--- src/rtl/poly_seq_pkg.sv ---
// Shared types for the polynomial datapath sequencer: state encoding and the per-state control table.
package poly_seq_pkg;

    typedef enum logic [2:0] {
        IDLE = 3'd0,
        LDX  = 3'd1,
        ST2  = 3'd2,
        ST3  = 3'd3,
        ST4  = 3'd4,
        ST5  = 3'd5,
        ST6  = 3'd6,
        DONE = 3'd7
    } state_t;

    typedef struct packed {
        logic       h;
        logic       lx;
        logic       lh;
        logic       ls;
        logic [1:0] m0;
        logic [1:0] m1;
        logic [1:0] m2;
    } ctrl_t;

    // Field order: h, lx, lh, ls, m0, m1, m2; row index is the state encoding.
    localparam ctrl_t CTRL_TABLE [8] = '{
        '{1'b0, 1'b0, 1'b0, 1'b0, 2'd0, 2'd0, 2'd0},
        '{1'b1, 1'b1, 1'b0, 1'b0, 2'd0, 2'd0, 2'd0},
        '{1'b1, 1'b0, 1'b0, 1'b1, 2'd0, 2'd1, 2'd0},
        '{1'b1, 1'b0, 1'b1, 1'b0, 2'd1, 2'd0, 2'd2},
        '{1'b1, 1'b0, 1'b0, 1'b1, 2'd2, 2'd0, 2'd0},
        '{1'b0, 1'b0, 1'b1, 1'b0, 2'd0, 2'd3, 2'd2},
        '{1'b0, 1'b0, 1'b0, 1'b1, 2'd3, 2'd3, 2'd1},
        '{1'b0, 1'b0, 1'b0, 1'b0, 2'd0, 2'd0, 2'd0}
    };

endpackage

--- src/rtl/poly_seq_arbiter_if.sv ---
// Requester/datapath control bundle for poly_seq_arbiter.
// The abort input exists only when POLY_SEQ_ABORT_EN is defined.
interface poly_seq_arbiter_if #(
    parameter int NREQ = 2
);
    logic [NREQ-1:0] req;
    logic            stall;
`ifdef POLY_SEQ_ABORT_EN
    logic            abort;
`endif
    logic [NREQ-1:0] gnt;
    logic            h;
    logic            lx;
    logic            lh;
    logic            ls;
    logic [1:0]      m0;
    logic [1:0]      m1;
    logic [1:0]      m2;
    logic            ready;
    logic            done;

`ifdef POLY_SEQ_ABORT_EN
    modport master (output req, stall, abort,
                    input  gnt, h, lx, lh, ls, m0, m1, m2, ready, done);
    modport slave  (input  req, stall, abort,
                    output gnt, h, lx, lh, ls, m0, m1, m2, ready, done);
`else
    modport master (output req, stall,
                    input  gnt, h, lx, lh, ls, m0, m1, m2, ready, done);
    modport slave  (input  req, stall,
                    output gnt, h, lx, lh, ls, m0, m1, m2, ready, done);
`endif

endinterface

--- src/rtl/rr_arbiter.sv ---
// Combinational round-robin pick: lowest requesting index at or above ptr, wrapping to the bottom.
module rr_arbiter #(
    parameter int NREQ = 2,
    parameter int IW   = 1
) (
    input  logic [NREQ-1:0] req,
    input  logic [IW-1:0]   ptr,
    output logic [NREQ-1:0] gnt_next,
    output logic [IW-1:0]   idx,
    output logic            valid
);

    // First pass covers indices >= ptr, second pass the wrapped indices below ptr.
    always_comb begin
        gnt_next = '0;
        idx      = '0;
        valid    = 1'b0;
        for (int j = 0; j < NREQ; j++) begin
            if (!valid && req[j] && (IW'(j) >= ptr)) begin
                valid       = 1'b1;
                idx         = IW'(j);
                gnt_next[j] = 1'b1;
            end
        end
        for (int j = 0; j < NREQ; j++) begin
            if (!valid && req[j] && (IW'(j) < ptr)) begin
                valid       = 1'b1;
                idx         = IW'(j);
                gnt_next[j] = 1'b1;
            end
        end
    end

endmodule

--- src/rtl/poly_seq_arbiter.sv ---
// Round-robin arbiter and 8-state sequencer driving the shared polynomial datapath controls.
// Optional feature macro: POLY_SEQ_ABORT_EN adds an abort input that returns the sequencer to IDLE.
module poly_seq_arbiter
    import poly_seq_pkg::*;
#(
    parameter int NREQ = 2
) (
    input  logic              clk,
    input  logic              rst,
    poly_seq_arbiter_if.slave bus
);

    localparam int IW = (NREQ > 1) ? $clog2(NREQ) : 1;

    state_t          state_q;
    state_t          state_d;
    logic [IW-1:0]   ptr_q;
    logic [IW-1:0]   idx_q;
    logic [IW-1:0]   arb_idx;
    logic [NREQ-1:0] gnt_q;
    logic [NREQ-1:0] arb_gnt;
    logic            arb_valid;
    logic            abort_req;
    logic            done_c;
    ctrl_t           ctrl;

`ifdef POLY_SEQ_ABORT_EN
    assign abort_req = bus.abort;
`else
    assign abort_req = 1'b0;
`endif

    rr_arbiter #(
        .NREQ (NREQ),
        .IW   (IW)
    ) u_arb (
        .req      (bus.req),
        .ptr      (ptr_q),
        .gnt_next (arb_gnt),
        .idx      (arb_idx),
        .valid    (arb_valid)
    );

    always_ff @(posedge clk) begin
        if (rst) begin
            state_q <= IDLE;
        end else begin
            state_q <= state_d;
        end
    end

    always_comb begin
        state_d = state_q;
        if (state_q == IDLE) begin
            if (arb_valid) begin
                state_d = LDX;
            end
        end else if (abort_req) begin
            state_d = IDLE;
        end else if (!bus.stall) begin
            state_d = (state_q == DONE) ? IDLE : state_t'(state_q + 3'd1);
        end
    end

    // The pointer only advances on a completed operation, so an aborted owner keeps its priority.
    always_ff @(posedge clk) begin
        if (rst) begin
            gnt_q <= '0;
            idx_q <= '0;
            ptr_q <= '0;
        end else if (state_q == IDLE) begin
            if (arb_valid) begin
                gnt_q <= arb_gnt;
                idx_q <= arb_idx;
            end
        end else if (abort_req) begin
            gnt_q <= '0;
        end else if ((state_q == DONE) && !bus.stall) begin
            gnt_q <= '0;
            ptr_q <= (idx_q == IW'(NREQ - 1)) ? '0 : idx_q + IW'(1);
        end
    end

    always_comb begin
        ctrl   = CTRL_TABLE[state_q];
        done_c = (state_q == DONE) && !abort_req;
        if ((state_q != IDLE) && bus.stall) begin
            ctrl.lx = 1'b0;
            ctrl.lh = 1'b0;
            ctrl.ls = 1'b0;
            done_c  = 1'b0;
        end
    end

    assign bus.gnt   = gnt_q;
    assign bus.h     = ctrl.h;
    assign bus.lx    = ctrl.lx;
    assign bus.lh    = ctrl.lh;
    assign bus.ls    = ctrl.ls;
    assign bus.m0    = ctrl.m0;
    assign bus.m1    = ctrl.m1;
    assign bus.m2    = ctrl.m2;
    assign bus.ready = (state_q == IDLE);
    assign bus.done  = done_c;

endmodule
--- src/flat_wrapper.sv ---
// flat-port wrapper written by rule: the top's interface ports become plain ports
module poly_seq_arbiter_flat import poly_seq_pkg::*;
#(
    parameter int NREQ = 2
)
  (clk, rst, bus_req, bus_stall, bus_gnt, bus_h, bus_lx, bus_lh, bus_ls, bus_m0, bus_m1, bus_m2, bus_ready, bus_done);
  poly_seq_arbiter_if #(.NREQ(NREQ)) bus_i ();
  input  logic clk;
  input  logic rst;
  input wire logic [$bits(bus_i.req)-1:0] bus_req;
  input wire logic [$bits(bus_i.stall)-1:0] bus_stall;
  output wire logic [$bits(bus_i.gnt)-1:0] bus_gnt;
  output wire logic [$bits(bus_i.h)-1:0] bus_h;
  output wire logic [$bits(bus_i.lx)-1:0] bus_lx;
  output wire logic [$bits(bus_i.lh)-1:0] bus_lh;
  output wire logic [$bits(bus_i.ls)-1:0] bus_ls;
  output wire logic [$bits(bus_i.m0)-1:0] bus_m0;
  output wire logic [$bits(bus_i.m1)-1:0] bus_m1;
  output wire logic [$bits(bus_i.m2)-1:0] bus_m2;
  output wire logic [$bits(bus_i.ready)-1:0] bus_ready;
  output wire logic [$bits(bus_i.done)-1:0] bus_done;
  assign bus_i.req = bus_req;
  assign bus_i.stall = bus_stall;
  assign bus_gnt = bus_i.gnt;
  assign bus_h = bus_i.h;
  assign bus_lx = bus_i.lx;
  assign bus_lh = bus_i.lh;
  assign bus_ls = bus_i.ls;
  assign bus_m0 = bus_i.m0;
  assign bus_m1 = bus_i.m1;
  assign bus_m2 = bus_i.m2;
  assign bus_ready = bus_i.ready;
  assign bus_done = bus_i.done;
  poly_seq_arbiter #(.NREQ(NREQ)) u_core (.clk(clk), .rst(rst), .bus(bus_i));
endmodule
--- config.mk ---
export PLATFORM = sky130hd
export DESIGN_NAME = poly_seq_arbiter_flat
export DESIGN_NICKNAME = d
export VERILOG_FILES = /design/src/rtl/poly_seq_pkg.sv /design/src/rtl/poly_seq_arbiter_if.sv /design/src/rtl/rr_arbiter.sv /design/src/rtl/poly_seq_arbiter.sv /design/src/flat_wrapper.sv
export SDC_FILE = /design/constraint.sdc
export NUM_CORES = 1
export LEC_CHECK = 0
export BUFFER_PORTS_ARGS = -buffer_cell sky130_fd_sc_hd__buf_2
export CAP_MARGIN = 20
export CORE_UTILIZATION = 35
export DETAILED_ROUTE_END_ITERATION = 8
export PLACE_DENSITY = 0.59
export SYNTH_ARGS = -nofsm -noshare
export SYNTH_HDL_FRONTEND = slang
export SYNTH_HIERARCHICAL = 1
export SYNTH_SLANG_ARGS = --single-unit
--- constraint.sdc ---
create_clock -name clk -period 1.4 [get_ports clk]
set_input_delay 0.14 -clock clk [delete_from_list [all_inputs] [get_ports clk]]
set_output_delay 0.14 -clock clk [all_outputs]
set_load 0.01 [all_outputs]
==> results.txt, run 1 <==
----------------------------------------------------
[Run status]
  Result of the run ... finished, violations left
  Failing checks ... setup timing

[Logic synthesis]
  Nets in the synthesized netlist ... 85
  Number of enable-type register cells in the synthesized netlist ... 0
  Avg Synthesized Cell Area ... ~8 sq um
  Async set-reset flop share out of synthesis ... 0%
  Cell area after synthesis ... around 580 sq um
  Warnings, synthesis ... 6
  Number of flip-flops and latches in the synthesized netlist ... 7
  Number of instances in the synthesized netlist ... 73
  Most common flop cell mapped by yosys ... sky130_fd_sc_hd__dfxtp_1
  Number of distinct standard cells referenced by the synthesized netlist ... 30
  Sequential fraction of the synthesis area ... a little under a quarter

[Hold path]
  Worst hold path startpoint ... rst
  Number of stages on the worst hold path ... 2
  WHS Endpoint ... u_core/bus.gnt[1]
  Type of the tightest min-delay check ... in -> reg

[Global routing]
  Maximum number of pins on one net before global-route repair ... 10
  Global-route wire length before repair ... about 2100 um
  GRT Residual Overflow ... 0
  Vias in the first global route ... 483
  Antenna violations before repair ... 0
  Total Routing Usage GR ... between 10% and 20%

[Power and ir drop]
  Clock network power share ... around 12%
  Overall Power ... between 1.5 and 2 mW
  Lkg Pwr ... 0.414 nW
  Relative contribution of combinational cells to total power ... 67.5%
  Total internal power ... just under 0.9 mW
  Power Dens Cells ... 1810 nW/um^2
  Worst vdd ir ... 0.787 mV
  Switching power of the nets ... 0.624 mW
  Switching portion of total power ... approximately two fifths
  Proportion of power drawn by flip-flops and latches ... around 20%

[Drt]
  Vias ... ~600
  Number of iterations in the first detailed-routing pass ... 4
  Via density per instance ... slightly above 5
  Post-route ant nets ... 0
  Total detailed-routing wirelength ... between 1000 and 1500 um
  Residual DRC count ... 0
  DR WL/cell ... around 12 um
  Number of DRC markers in iteration 0 ... 25

[Floorplan]
  IO Pins ... 19
  Die width ... about 43 um
  Floorplan core area ... 1540 sq um
  Effective utilization at floorplan ... approximately 38%
  Die Outline Area ... 1840 sq um
  Vert. Die Dim ... around 43 um
  Cell row count ... 14

[Layout]
  Final non-filler cell area ... approximately 830 sq um
  Number of filler instances in the final layout ... 144
  Fin nets ... roughly 110
  Register area ... roughly 150 sq um
  Area growth, synth to finish ... 42.6%
  Area taken by multi-input logic gates ... approximately 430 sq um
  Share of final-layout standard cells stronger than drive strength 1 ... 51.0%
  Final antenna diode count ... 0

[Placed design]
  Number of buffer cells added on primary ports ... 18
  Post-DP HPWL ... ~940 um
  Global placer's final weighted congestion ... 0.782
  Placed cell area ... between 700 and 800 sq um

[STA]
  Worst-case headroom to the max-slew limit ... around four fifths
  Final Slew Violations ... 0
  Endpoints failing setup ... 8
  RSZ-0062 raised after global routing ... yes
  Final worst path period share ... 104%
  Worst-margin pin slew ... about 0.32 ns
  Final period demand of the worst path ... ~1.5 ns
  Setup Skew ... just under 0.002 ns
  Hold violation count in the final report ... 0
  Setup ws final ... -0.0593 ns
  Fmax ... 685 MHz

[Clocking]
  Number of buffers inserted during clock tree synthesis ... 3
  Worst-path clk slew ... around 0.050 ns
  Depth of the CTS H-tree ... 1
  Clock Tree Root ... sky130_fd_sc_hd__clkbuf_4
  Maximum buffer depth of the clock tree ... 2
  TritonCTS clock tree ... yes
  Worst-skew pair later-pin latency ... ~0.25 ns
  Total clock sinks ... 7
  Hold buffer count at cts ... 0

[Worst setup path]
  Delay of the slowest cell on the worst path ... 0.38 ns
  Worst reg-to-reg path cell count ... 4
  Launch point of the worst reg-to-reg path ... u_core/state_q[0]
  Kind of start point of the critical path ... flop
  Reg2reg end ... u_core/state_q[0]
  Critical Path RT ... approximately 1.3 ns
  Classification of the worst setup path ... reg -> out
  Data arrival time of the critical path ... roughly 1.3 ns
  Setup slack of the worst register-to-register path ... -0.03 ns
  Nature of the critical path endpoint ... output pin
  Cell type of the slowest stage on the worst timing path ... sky130_fd_sc_hd__dfxtp_4
  Max Fanout on Critical Path ... 4
  Worst-path cell chain ... inv_6 > ha_4 > and2_4 > a21o_1 > buf_2

[Run]
  Max-capacitance violation count ... 0

----------------------------------------------------
## per-layer routing
layer  vias to the layer above  track usage, %  share of wire (%)
met5                         -               0                  0
met4                         0            9.38                1.8
met3                         4            7.66                4.5
met2                        10            23.3                 50
met1                       276            18.6                 44
li1                        300               -                  -
## how the worst max path moves through the flow
stage,from,to,slack (ns),cells after the start
5_1_grt,u_core/state_q[0],bus_done,-0.11,6
3_3_place_gp,u_core/state_q[0],u_core/state_q[0],-0.003,4
6_report,u_core/state_q[0],bus_m1[0],-0.06,5
3_5_place_dp,u_core/state_q[0],u_core/state_q[0],-0.07,4
2_1_floorplan,u_core/state_q[0],u_core/state_q[0],0.002,7
4_1_cts,u_core/state_q[1],bus_m1[0],-0.06,5
## Yosys cell counts, drive strengths merged (2+ instances only)
cell    count  area share, %
nand2       9            5.8
inv         8            5.6
dfxtp       7             24
ha          7             15
nor2        6            3.9
a21oi       5            4.3
a21boi      4            5.1
nand2b      3            4.5
a211o       2            3.0
and2        2            2.6
buf         2            4.5
clkbuf      2            1.3
mux2i       2            3.4
o21ai       2            1.7
## state kept, by name, indices dropped and copies added (netlist names)
name / cells
u_core/idx_q: 1
u_core/bus.gnt: 2
u_core/ptr_q: 1
u_core/state_q: 3
## metrics by stage
stage	TNS [ns]	instances	utilization [%]	hold WS, ns	setup WS [ns]
2_1_floorplan	0	73	-	0.202	0.00247
3_3_place_gp	-0.00280	107	45.8	0.412	-0.00280
3_5_place_dp	-0.0970	107	45.8	0.419	-0.0712
4_1_cts	-0.168	113	50.9	0.142	-0.0611
5_1_grt	-0.745	116	54.1	0.152	-0.106
6_report	-0.211	116	54.1	0.150	-0.0593
## layout make-up
class	count	share of cell area [%]
inverter	8	4.80
tap	16	2.40
clock buffer	4	3.15
timing repair buffer	27	20.6
multi-input combinational	54	51.2
sequential	7	17.9
## power groups by stage
stage               Combinational (mW)  Sequential (mW)  Clock [mW]
detailed placement               0.772            0.283           0
CTS                              0.883            0.284       0.194
global placement                 0.787            0.283           0
floorplan                        0.576            0.287           0
global route                      1.11            0.307       0.207
finish                            1.02            0.303       0.186
## timing repair
item | in CTS | in global routing
resized for setup | 13 | 9
cloned | 0 | 0
setup endpoints to repair | 7 | 14
buffers inserted | 2 | 3
pin swaps | 5 | 3
## placed cells by master (no fill, tap or decap), types with 3 or more instances in the layout
cell,instances
sky130_fd_sc_hd__buf_6,3
sky130_fd_sc_hd__nand2_1,8
sky130_fd_sc_hd__ha_2,3
sky130_fd_sc_hd__buf_4,7
sky130_fd_sc_hd__clkbuf_4,3
sky130_fd_sc_hd__inv_1,4
sky130_fd_sc_hd__a21boi_1,3
sky130_fd_sc_hd__dfxtp_1,4
sky130_fd_sc_hd__nor2_1,6
sky130_fd_sc_hd__buf_2,17
sky130_fd_sc_hd__a21oi_1,3
## critical path: cells and delay by family (launching register included)
kind | cells | cell delay (ns)
and+or+nand+nor | 1 | 0.13
AOI/OAI and AO/OA | 1 | 0.14
DFF | 1 | 0.38
buffers and inverters | 2 | 0.18
adders and majority gates | 1 | 0.23
## cells by family (layout without fill, tap and decap cells)
family	after synthesis	after routing	synth area share (%)
adder cells (fa/ha/maj)	7	7	15.0
AND/OR/NAND/NOR	26	26	23.8
buffers and inverters	12	39	11.4
multiplexers	2	2	3.43
flip-flops	7	7	24.0
AO/OA/AOI/OAI	19	19	22.5
No activity file was read; power rests on OpenSTA's default activity.
==> inputs of run 2 (changes only) <==
PLACE_DENSITY = 0.6   (was 0.59)
SYNTH_HIERARCHICAL = unset   (was 1)
==> results.txt, run 2 <==
----------------------------------------------------
[Run status]
  Result of the run ... finished, violations left
  Failing checks ... setup timing

[STA]
  Hold slack final ... approximately 0.17 ns
  Endpoints failing setup ... 7
  Setup ws final ... -0.0755 ns
  Hold violation count in the final report ... 0
  Worst-case headroom to the max-slew limit ... 83.0%
  RSZ-0062 raised after global routing ... yes
  Final Slew Violations ... 0
  Fmax ... between 600 and 700 MHz
  Worst-margin pin slew ... 0.253 ns
  Final worst path period share ... 105%
  Fin Setup TNS ... -0.305 ns
  Setup Skew ... 0.00128 ns
  Final period demand of the worst path ... 1.48 ns

[Drt]
  Via density per instance ... 5.23
  DR WL/cell ... approximately 12 um
  Post-route ant nets ... 0
  Vias ... 591
  Total detailed-routing wirelength ... ~1400 um
  Residual DRC count ... 0
  Routed met2 length ... approximately 630 um
  Routed length on met1 ... ~670 um
  Highest routed layer ... met4
  Routed wire length on met3 ... ~76 um
  Number of iterations in the first detailed-routing pass ... 4
  Number of DRC markers in iteration 0 ... 16

[Placed design]
  Post-DP HPWL ... between 900 and 1000 um
  Setup slack after placement ... -0.0145 ns
  Placed Cells ... around 100
  Number of buffer cells added on primary ports ... 18
  Global placer's final weighted congestion ... about 0.76

[Logic synthesis]
  Cell area after synthesis ... 523 sq um
  Number of instances in the synthesized netlist ... 67
  Async set-reset flop share out of synthesis ... 0%
  Most common flop cell mapped by yosys ... sky130_fd_sc_hd__dfxtp_1
  Number of enable-type register cells in the synthesized netlist ... 0
  Warnings, synthesis ... 0
  Share of the synthesized area in the top cell type ... 26.8%
  Number of distinct standard cells referenced by the synthesized netlist ... 28
  Largest cells by area after synthesis ... sky130_fd_sc_hd__dfxtp_1 (27%), sky130_fd_sc_hd__ha_1 (14%), sky130_fd_sc_hd__nand2b_1 (6.0%)
  Nets in the synthesized netlist ... ~80
  Number of flip-flops and latches in the synthesized netlist ... 7
  Top cells by instance count after synthesis ... sky130_fd_sc_hd__dfxtp_1 (7), sky130_fd_sc_hd__inv_1 (7), sky130_fd_sc_hd__ha_1 (6)
  Avg Synthesized Cell Area ... 7.81 sq um
  Cell type with the highest aggregate area in the netlist ... sky130_fd_sc_hd__dfxtp_1
  Sequential fraction of the synthesis area ... approximately 27%

[Layout]
  Biggest register ... u_core.state_q
  Number of filler instances in the final layout ... around 110
  Area growth, synth to finish ... 76.6%
  Final antenna diode count ... 0
  Most used cells in the layout excluding fill and tap cells ... sky130_fd_sc_hd__buf_2 (15), sky130_fd_sc_hd__buf_6 (10), sky130_fd_sc_hd__buf_4 (6)
  Utilization after layout ... about 70%
  Share of final-layout standard cells stronger than drive strength 1 ... between 50% and 60%
  Fin nets ... 110
  Most frequent standard cell in the layout excluding fill and tap cells ... sky130_fd_sc_hd__buf_2
  Number of flip-flops in the largest register ... 3
  Count of placed standard cells in the final layout, fillers left out ... roughly 110
  Register area ... ~150 sq um
  Area taken by multi-input logic gates ... ~450 sq um

[Worst setup path]
  Cell type of the slowest stage on the worst timing path ... sky130_fd_sc_hd__dfxtp_4
  Critical Path RT ... approximately 1.3 ns
  Nature of the critical path endpoint ... output pin
  First element of the critical path ... u_core.state_q[1]
  Data arrival time of the critical path ... roughly 1.3 ns
  Setup slack of the worst register-to-register path ... around 0.02 ns
  Max Fanout on Critical Path ... 4
  CP bufs+invs ... 4
  Number of stages on the worst setup path ... 6
  Reg2reg end ... u_core.state_q[0]
  Cell family with most CP delay ... buffers and inverters
  Delay of the slowest cell on the worst path ... 0.37 ns
  Kind of start point of the critical path ... flop
  Classification of the worst setup path ... reg -> out
  Worst-path cell chain ... inv_6 > ha_4 > buf_6 > inv_4 > a211oi_2 > buf_2
  Launch point of the worst reg-to-reg path ... u_core.state_q[1]
  Worst reg-to-reg path cell count ... 4

[Clocking]
  Number of buffers inserted during clock tree synthesis ... 3
  Worst-skew pair later-pin latency ... 0.25 ns
  Total clock sinks ... 7
  Depth of the CTS H-tree ... 1
  Clock Tree Root ... sky130_fd_sc_hd__clkbuf_4
  TritonCTS clock tree ... yes
  Maximum buffer depth of the clock tree ... 2
  Worst-path clk slew ... approximately 0.050 ns
  Hold buffer count at cts ... 0

[Power and ir drop]
  Relative contribution of combinational cells to total power ... 48.6%
  Switching power of the nets ... 0.284 mW
  Power Dens Cells ... ~900 nW/um^2
  Switching portion of total power ... 34.4%
  Proportion of power drawn by flip-flops and latches ... slightly below 30%
  Clock network power share ... 22.3%
  Lkg Pwr ... between 0.4 and 0.5 nW
  Total internal power ... between 0.5 and 0.6 mW
  Worst vdd ir ... ~0.54 mV

[Hold path]
  Worst hold path startpoint ... rst
  Number of stages on the worst hold path ... 2
  Type of the tightest min-delay check ... in -> reg
  WHS Endpoint ... u_core.state_q[0]

[Global routing]
  Antenna violations before repair ... 0
  GRT Residual Overflow ... 0
  Total Routing Usage GR ... 18.6%
  Maximum number of pins on one net before global-route repair ... 11
  Vias in the first global route ... about 480
  Global-route wire length before repair ... approximately 2000 um

[Floorplan]
  Vert. Die Dim ... between 40 and 50 um
  Cell row count ... 13
  Floorplan core area ... 1350 sq um
  Die Outline Area ... approximately 1700 sq um
  Die width ... ~41 um
  Effective utilization at floorplan ... around two fifths
  IO Pins ... 19

[Run]
  Max-capacitance violation count ... 0

----------------------------------------------------
## run 2: cell count changes in the layout (fill, tap and decap cells not counted), sizes merged, moves of 3 or more
cell    change
buf         +4
a21boi      -3
nand2       -4
nor2        -3
## run 2: power groups by stage
stage	clock network (mW)	registers [mW]	logic, mW
after floorplan	0	0.237	0.171
after global placement	0	0.235	0.254
after detailed placement	0	0.236	0.255
after CTS	0.190	0.237	0.339
after global routing	0.203	0.243	0.432
final	0.184	0.240	0.401
## run 2: worst max-delay path by stage
| stage | slack [ns] | end |
|---|---|---|
| 2_1_floorplan | 0.02 | u_core.state_q[0] |
| 3_3_place_gp | 0.02 | u_core.state_q[0] |
| 3_5_place_dp | -0.01 | u_core.state_q[0] |
| 4_1_cts | -0.07 | bus_lx |
| 5_1_grt | -0.14 | bus_lx |
| 6_report | -0.08 | bus_lx |
## run 2: kinds of logic after synthesis
| group | after synthesis | synth area share (%) |
|---|---|---|
| muxes | 4 | 7.89 |
| AOI/OAI and AO/OA | 18 | 21.5 |
| and+or+nand+nor | 20 | 20.1 |
| buffers and inverters | 12 | 9.33 |
| adders and majority gates | 6 | 14.4 |
| DFF | 7 | 26.8 |
## run 2: cell type report
type                       count  area share, %
clock buffer                   4           2.85
inverter                       8           4.88
multi-input combinational     48           48.9
sequential                     7           16.1
tap                           15           2.03
timing repair buffer          31           25.2
## run 2: worst reg2reg max path: stages, from the launching register on
cell,delay (ns)
sky130_fd_sc_hd__dfxtp_4,0.37
sky130_fd_sc_hd__ha_4,0.17
sky130_fd_sc_hd__ha_4,0.15
sky130_fd_sc_hd__or4_1,0.48
sky130_fd_sc_hd__a31oi_1,0.13
## run 2: metal layers
| layer | up-vias | track usage (%) |
|---|---|---|
| li1 | 295 | - |
| met4 | 0 | 5.00 |
| met3 | 2 | 8.15 |
| met1 | 276 | 24.0 |
| met5 | - | 0 |
| met2 | 18 | 27.8 |
## run 2: per-stage QoR
stage / power, mW / cell area (sq um)
after floorplan: 0.407 / 547
after CTS: 0.767 / 856
final: 0.825 / 923
after global routing: 0.878 / 923
after global placement: 0.490 / 678
after detailed placement: 0.491 / 678
## run 2: what timing repair did
item,in CTS,in global routing
pin swaps,6,6
gates resized for setup,25,14
setup buffers,6,1
setup endpoints to repair,10,15
